File: config.mk
export PLATFORM = sky130hd
export DESIGN_NAME = pong_game_ctrl
export DESIGN_NICKNAME = d
export VERILOG_FILES = /design/src/rtl/pong_game_ctrl.sv
export SDC_FILE = /design/constraint.sdc
export NUM_CORES = 1
export LEC_CHECK = 0
export CAP_MARGIN = 15
export CORE_MARGIN = 5
export CORE_UTILIZATION = 48
export DETAILED_ROUTE_END_ITERATION = 8
export PLACE_DENSITY = 0.81
export SETUP_SLACK_MARGIN = 0.05
export SYNTH_ARGS = -nofsm -noshare
export SYNTH_HDL_FRONTEND = slang
export SYNTH_SLANG_ARGS = --single-unit
File: constraint.sdc
create_clock -name clk -period 2.1 [get_ports clk]
set_clock_uncertainty 0.1 [all_clocks]
set_input_delay 0.315 -clock clk [delete_from_list [all_inputs] [get_ports clk]]
set_output_delay 0.315 -clock clk [all_outputs]
set_load 0.05 [all_outputs]
File: src/rtl/pong_game_ctrl.sv
// Pong round/match sequencer: start sync, serve delay, point pause,
// per-player scores, winning score and match restart.
`timescale 1ns/1ps
module pong_game_ctrl #(
   parameter int SCORE_WIDTH    = 4,
   parameter int WIN_SCORE      = 7,
   parameter int SERVE_TICKS    = 60,
   parameter int POINT_TICKS    = 30,
   parameter int TICK_CNT_WIDTH = 8
) (
   input  logic                   clk,
   input  logic                   reset,
   input  logic                   tick,
   input  logic                   start_n,
   input  logic                   score_left,
   input  logic                   score_right,
   output logic                   round_reset,
   output logic                   ball_enable,
   output logic                   serve_dir,
   output logic [SCORE_WIDTH-1:0] left_score,
   output logic [SCORE_WIDTH-1:0] right_score,
   output logic                   game_over,
   output logic                   winner,
   output logic [2:0]             state
);

   localparam logic [2:0] S_IDLE  = 3'd0;
   localparam logic [2:0] S_SERVE = 3'd1;
   localparam logic [2:0] S_PLAY  = 3'd2;
   localparam logic [2:0] S_POINT = 3'd3;
   localparam logic [2:0] S_OVER  = 3'd4;

   localparam int SW = SCORE_WIDTH;
   localparam int TW = TICK_CNT_WIDTH;

   localparam logic [SW-1:0] WIN_S   = SW'(WIN_SCORE);
   localparam logic [SW-1:0] SMAX    = {SW{1'b1}};
   localparam logic [TW-1:0] SERVE_T = TW'(SERVE_TICKS);
   localparam logic [TW-1:0] POINT_T = TW'(POINT_TICKS);

   logic          s1_q, s2_q, s3_q;
   logic          start_evt;
   logic [2:0]    state_q, state_d;
   logic [TW-1:0] cnt_q, cnt_d, cnt_inc;
   logic [SW-1:0] left_q, left_d, right_q, right_d;
   logic          dir_q, dir_d;
   logic          over_q, over_d;
   logic          win_q, win_d;
   logic          rr_q, rr_d;
   logic          ben_q, ben_d;

   // start button: two-flop synchroniser plus edge-detect flop
   always_ff @(posedge clk) begin
      if (!reset) begin
         s1_q <= 1'b1;
         s2_q <= 1'b1;
         s3_q <= 1'b1;
      end else begin
         s1_q <= start_n;
         s2_q <= s1_q;
         s3_q <= s2_q;
      end
   end

   assign start_evt = s3_q & ~s2_q;
   assign cnt_inc   = cnt_q + TW'(1);

   // next-state logic for the round/match sequencer
   always_comb begin
      state_d = state_q;
      cnt_d   = cnt_q;
      left_d  = left_q;
      right_d = right_q;
      dir_d   = dir_q;
      over_d  = over_q;
      win_d   = win_q;
      rr_d    = 1'b0;
      case (state_q)
         S_IDLE, S_OVER: begin
            if (start_evt) begin
               state_d = S_SERVE;
               left_d  = '0;
               right_d = '0;
               over_d  = 1'b0;
               win_d   = 1'b0;
               rr_d    = 1'b1;
               cnt_d   = '0;
            end
         end
         S_SERVE: begin
            if (tick) begin
               if (cnt_inc >= SERVE_T) begin
                  state_d = S_PLAY;
                  cnt_d   = '0;
               end else begin
                  cnt_d = cnt_inc;
               end
            end
         end
         S_PLAY: begin
            if (score_left || score_right) begin
               state_d = S_POINT;
               rr_d    = 1'b1;
               cnt_d   = '0;
               if (score_left && !score_right) begin
                  if (left_q != SMAX) left_d = left_q + SW'(1);
                  dir_d = 1'b1;
               end else if (score_right && !score_left) begin
                  if (right_q != SMAX) right_d = right_q + SW'(1);
                  dir_d = 1'b0;
               end
            end
         end
         S_POINT: begin
            if (tick) begin
               if (cnt_inc >= POINT_T) begin
                  cnt_d = '0;
                  if (left_q == WIN_S || right_q == WIN_S) begin
                     state_d = S_OVER;
                     over_d  = 1'b1;
                     win_d   = (right_q == WIN_S);
                  end else begin
                     state_d = S_SERVE;
                     rr_d    = 1'b1;
                  end
               end else begin
                  cnt_d = cnt_inc;
               end
            end
         end
         default: state_d = S_IDLE;
      endcase
      ben_d = (state_d == S_PLAY);
   end

   // sequencer state and registered outputs
   always_ff @(posedge clk) begin
      if (!reset) begin
         state_q <= S_IDLE;
         cnt_q   <= '0;
         left_q  <= '0;
         right_q <= '0;
         dir_q   <= 1'b0;
         over_q  <= 1'b0;
         win_q   <= 1'b0;
         rr_q    <= 1'b0;
         ben_q   <= 1'b0;
      end else begin
         state_q <= state_d;
         cnt_q   <= cnt_d;
         left_q  <= left_d;
         right_q <= right_d;
         dir_q   <= dir_d;
         over_q  <= over_d;
         win_q   <= win_d;
         rr_q    <= rr_d;
         ben_q   <= ben_d;
      end
   end

   assign state       = state_q;
   assign left_score  = left_q;
   assign right_score = right_q;
   assign serve_dir   = dir_q;
   assign game_over   = over_q;
   assign winner      = win_q;
   assign round_reset = rr_q;
   assign ball_enable = ben_q;

endmodule

Word level (Yosys, flattened, before mapping)
Cells that the tools add are included.
{ "word_totals": {"register_bits": 27, "latch_bits": 0, "ramBits": 0, "mem_bits_ro": 0, "out_inout_bits": 16, "word_cells": 98, "memories": 0} }
{ "op_classes": {"addsub": 3, "multipliers": 0, "div": 0, "n_lt_le_gt_ge": 2, "eq_ne": 20, "shifts": 0, "mux": 42, "bitwise_logic": 2, "n_reduce_logical": 17} }
{ "ops": {"columns": ["op", "n"], "rows": [
  ["$mux W8", 6],
  ["$mux W4", 8],
  ["$pmux W8 S4", 1],
  ["$ne A2 B2 Y1 const B", 11],
  ["$mux W3", 7],
  ["$pmux W4 S2", 2],
  ["$reduce_and A5 Y1", 3],
  ["$mux W1", 14],
  ["$pmux W3 S4", 1],
  ["$eq A3 B2 Y1 const B", 3],
  ["$add A4 B1 Y4 const B", 2],
  ["$add A8 B1 Y8 const B", 1],
  ["$eq A4 B3 Y1 const B", 2],
  ["$ge A8 B5 Y1 const B", 1],
  ["$ge A8 B6 Y1 const B", 1],
  ["$ne A4 B4 Y1 const B", 2],
  ["$reduce_and A6 Y1", 1],
  ["$reduce_bool A2 Y1", 3],
  ["$pmux W1 S2", 2],
  ["$reduce_bool A4 Y1", 1],
  ["$eq A3 B1 Y1 const B", 1],
  ["$eq A3 B3 Y1 const B", 1],
  ["$logic_not A3 Y1", 1],
  ["$pmux W1 S3", 1],
  ["other kinds (7)", 10]
]} }

Longest topological paths before layout
{ "logic_depth": {"ltp_word": 7, "depth_mapped": 8, "mapped_depth_nobuf": 8} }

Worst setup path after synthesis
No wires, ideal clock.
{ "synth_timing": {"path_kind": "register -> register", "start": "register state_q[2], in the netlist state[2]", "end": "register cnt_q[2]", "setup_time_ns": 0.123, "arrival_ns": 1.904, "required_time_ns": 1.877, "slack_ns": -0.026, "path_stages_with_launch": 7, "n_path_buf": 1, "period_less_slack_ns": 2.126, "path_cell_list": "dfxtp_1 clkbuf_8 nor3_1 a21boi_0 a22oi_1 nor3_2 a221o_2"} }
{ "synth_via": {"elab_chain_len": 4, "elab_cells_between_ends": 13, "cone_classes": "eq/ne (8); mux (1); reduce/logical (4)"} }
{ "synth_lines": {"columns": ["item", "line_no", "text"], "rows": [
  ["start, declared", "43", "logic [2:0] state_q, state_d;"],
  ["start signal, assigned", "149", "state_q <= state_d;"],
  ["$eq A3 B3 Y1 or $logic_not A3 Y1 (tied branches)", "78", "case (state_q)"],
  ["$reduce_or A2 Y1", "78", null],
  ["$reduce_bool A4 Y1 (no line) or $ne A2 B2 Y1 (tied branches)", null, null],
  ["$reduce_and A5 Y1 (no line)", null, null],
  ["end signal, assigned", "150", "cnt_q <= cnt_d;"],
  ["end, declared", "44", "logic [TW-1:0] cnt_q, cnt_d, cnt_inc;"]
]} }
Several ways; a longest one is shown, not always the timed one.
A chain may end at the register's enable or synchronous reset.

Worst setup path after layout
{ "layout_timing": {"start": "input score_left", "end": "register cnt_q[2]"} }
{ "layout_via": {"elab_chain_len": 3} }
{ "layout_lines": {"columns": ["item", "line_no", "text"], "rows": [
  ["start, declared", "15", "input logic score_left,"],
  ["$logic_or A1 B1 Y1", "101", "if (score_left || score_right) begin"],
  ["$ne A2 B2 Y1 (no line)", null, null],
  ["$reduce_and A5 Y1 (no line)", null, null]
]} }
Every way passes these cells.

==> results.txt <==
----------------------------------------------------
[Placed design]
  Placement-stage cell area ... 1860 um2
  DP Wirelength ... roughly 2700 um
  I/O Buffers ... 21
  Final Wtd Congestion ... 0.875
  Cell count after placement ... ~250

[Yosys]
  Total of flip-flops plus latches after synthesis ... 27
  Number of synthesized flops with an enable pin ... 0
  Net count after synthesis ... 185
  Netlist Area Pre-Place ... 1510 um2
  Flip-flop cell with the highest count after synthesis ... dfxtp_1
  Cell count after synthesis ... around 170
  Fraction of synthesis flops using an asynchronous set or reset pin ... 0%
  Count of yosys warnings during synthesis ... 0
  Count of different cell masters after synthesis ... 49
  Share of synthesized area occupied by flip-flops and latches ... between 30% and 40%
  Main area contributors after synthesis ... dfxtp_1, ha_1, nor2_1, nand2_1, xor2_1
  Top cell type's share of synthesized area ... between 30 and 40%
  Post-synth top area cell ... dfxtp_1
  Most common cell in the netlist ... dfxtp_1
  Most frequent cells after synthesis ... dfxtp_1, nor2_1, nand2_1, a21oi_1, nand3_1
  Avg Cell Area, Syn ... slightly below 9 um2

[Critical path]
  Capturing element type of the critical path ... register
  Class of the most critical setup path ... in2reg
  Max stage delay on crit path ... between 400 and 500 ps
  Cells along the critical path ... clkdlybuf4s50_1, inv_1, ha_2, a221o_1, a21o_1, nand2_2, nor2_2, a221o_2
  Buffers & Inverters on Critical Path ... 2
  Critical path data required time ... about 2200 ps
  Crit path launch type ... input port
  Worst-path maximum fanout ... 4
  Data arrival time of the critical path ... around 2100 ps
  Gate family responsible for the most delay along the worst path ... compound AO/OA/AOI/OAI gates
  Cell with the biggest individual delay on the critical path ... clkdlybuf4s50_1

[Drt]
  Antenna Nets Post-Route ... 0
  Via density per instance ... approximately 5.6
  DRC viols ... 0
  Routed vias ... 1422
  DRC violation total after the first TritonRoute iteration ... ~110
  Post-Route WL ... roughly 3700 um
  Final routed wire length divided by cell count ... between 10 and 15 um
  Count of TritonRoute iterations in the first routing pass ... 4

[Hold path]
  Worst min-delay path class ... reg2reg

[CTS]
  Maximum buffer depth of the clock tree ... 2
  CTS sink count ... 27
  Clock latency on the worst-skew pair ... roughly 320 ps
  Clock tree root buffer cell ... clkbuf_4
  Clk slew on worst S/H paths ... ~140 ps
  H-tree levels ... 1
  CTS tree ... yes
  CTS Buf Count ... 3
  Number of buffers added to fix hold violations after cts ... 0

[Finish]
  Net count, final ... ~230
  Share of layout cells above drive strength 1 ... between 20% and 30%
  Area of the multi-input gates ... ~930 um2
  Finished Cell Area ... between 1500 and 2000 um2
  Area overhead of the layout relative to synthesis ... 30.7%
  Post-route non-filler standard cell count ... ~260
  Diodes inserted ... 0
  FF/Latch Area ... ~550 um2
  Final core utilization ... 65.1%
  Fill cell count ... about 260

[Die]
  Area of the core ... 3030 um2
  Vert. Die Dim ... 66.1 um
  Overall die width ... between 60 and 70 um
  Starting utilization of the core area ... between 40% and 50%
  Top-Level Pins ... 22
  Total die area ... 4370 um2
  Floorplan row count ... 20

[GRT]
  Number of global-route vias before repair ... 1449
  GRT Overall Usage ... 17.6%
  Antenna violations before repair ... 0
  Total global routing overflow ... 0
  Global-route wire length before repair ... between 6000 and 7000 um
  Largest net degree at the start of global routing ... 15

[STA]
  Hold Violations, Final ... 0
  Relative slew margins ... between 60% and 70%
  RSZ-0062 raised after global routing ... yes
  Final-layout worst hold slack ... 330 ps
  Count of final setup violators ... 0
  Post-route minimum period ... roughly 2000 ps
  Final period utilization ... 96.3%
  Max-slew violations ... 0
  Transition at the pin with the smallest max-transition slack ... 522 ps
  Max Fclk ... 0.494 GHz

[Power and ir drop]
  Cell Pwr Density ... roughly 440 nW/um2
  Leakage Power ... around 0.94 nW
  Peak supply drop ... between 0.2 and 0.3 mV
  Power Total ... 877 uW

[Run status]
  Status ... finished clean

[Run]
  Maximum Capacitance Violations ... 0

----------------------------------------------------
==> final cells by class <==
cell class	count	area share [%]
timing repair buffer	41	19.2
clock buffer	4	1.33
inverter	9	1.71
tap	44	2.79
multi-input combinational	131	47.1
sequential	27	27.8
==> layout by cell type (no fill, tap or decap), types with 2 or more instances in the layout <==
cell             count
a21oi_1             10
a221o_1              3
a31oi_1              4
and2_1               2
buf_4               20
clkbuf_4             3
clkdlybuf4s50_1      9
dfxtp_1             21
dfxtp_2              6
dlygate4sd2_1        3
dlymetal6s2s_1       9
ha_1                 4
inv_1                9
mux2i_1              4
nand2_1             15
nand2_2              2
nand2b_1             5
nand3_1             10
nand3b_1             2
nand4_1              3
nand4b_1             2
nor2_1              19
nor3_1               3
nor3_2               2
o21ai_0              2
or3_1                2
xnor2_1              2
xor2_1               6
==> report_power, final <==
group          switching (mW)  leakage, nW  internal, mW
clock network           0.148       0.0150        0.0742
registers              0.0100        0.221         0.521
logic                  0.0669        0.707        0.0563
total                   0.225        0.943         0.652
==> per-stage QoR <==
step                      TNS (ps)  setup slack, ps
after CTS                        0             28.3
after floorplan                  0             79.1
final                            0             77.2
after global placement       -1690             -246
after detailed placement     -2640             -329
after global routing             0             18.8
==> worst paths after layout <==
kind | start | endpoint | slack, ps | depth (start not counted)
max | score_left | cnt_q[2] | 80 | 8
min | s1_q | s2_q | 330 | 1
max reg2reg | state[1] | cnt_q[4] | 110 | 7
min reg2reg | s1_q | s2_q | 330 | 1
==> repair_timing <==
action	CTS	global route
pin swaps	0	3
resized for setup	6	20
endpoints found under the hold margin	0	0
setup buffers	0	1
setup endpoints to repair	9	17
==> kinds of logic (layout without fill, tap and decap cells) <==
logic type | Yosys count | in the layout | share of synthesized area [%]
and+or+nand+nor | 78 | 78 | 27.3
AOI/OAI and AO/OA | 34 | 34 | 18.0
DFF | 27 | 27 | 35.8
buffers and inverters | 15 | 54 | 6.05
xor gates and xnor gates | 9 | 9 | 5.22
adders and majority gates | 6 | 6 | 4.97
muxes | 4 | 4 | 2.65
==> layer usage <==
layer  wire [um]  vias to the layer above  global-route usage, %
met5           0                        -                      0
met4          55                        0                   6.85
met3         245                        6                   4.25
met2        1820                       59                   29.7
met1        1570                      665                   21.4
li1            -                      692                      -
==> flip-flops by register name (all words and copies together), names as in the netlist <==
name and flops:
ball_enable 1, cnt_q 8, game_over 1, left_score 4, right_score 4, round_reset 1, s1_q 1, s2_q 1
s3_q 1, serve_dir 1, state 3, winner 1
(Power assumes the default switching activity.)
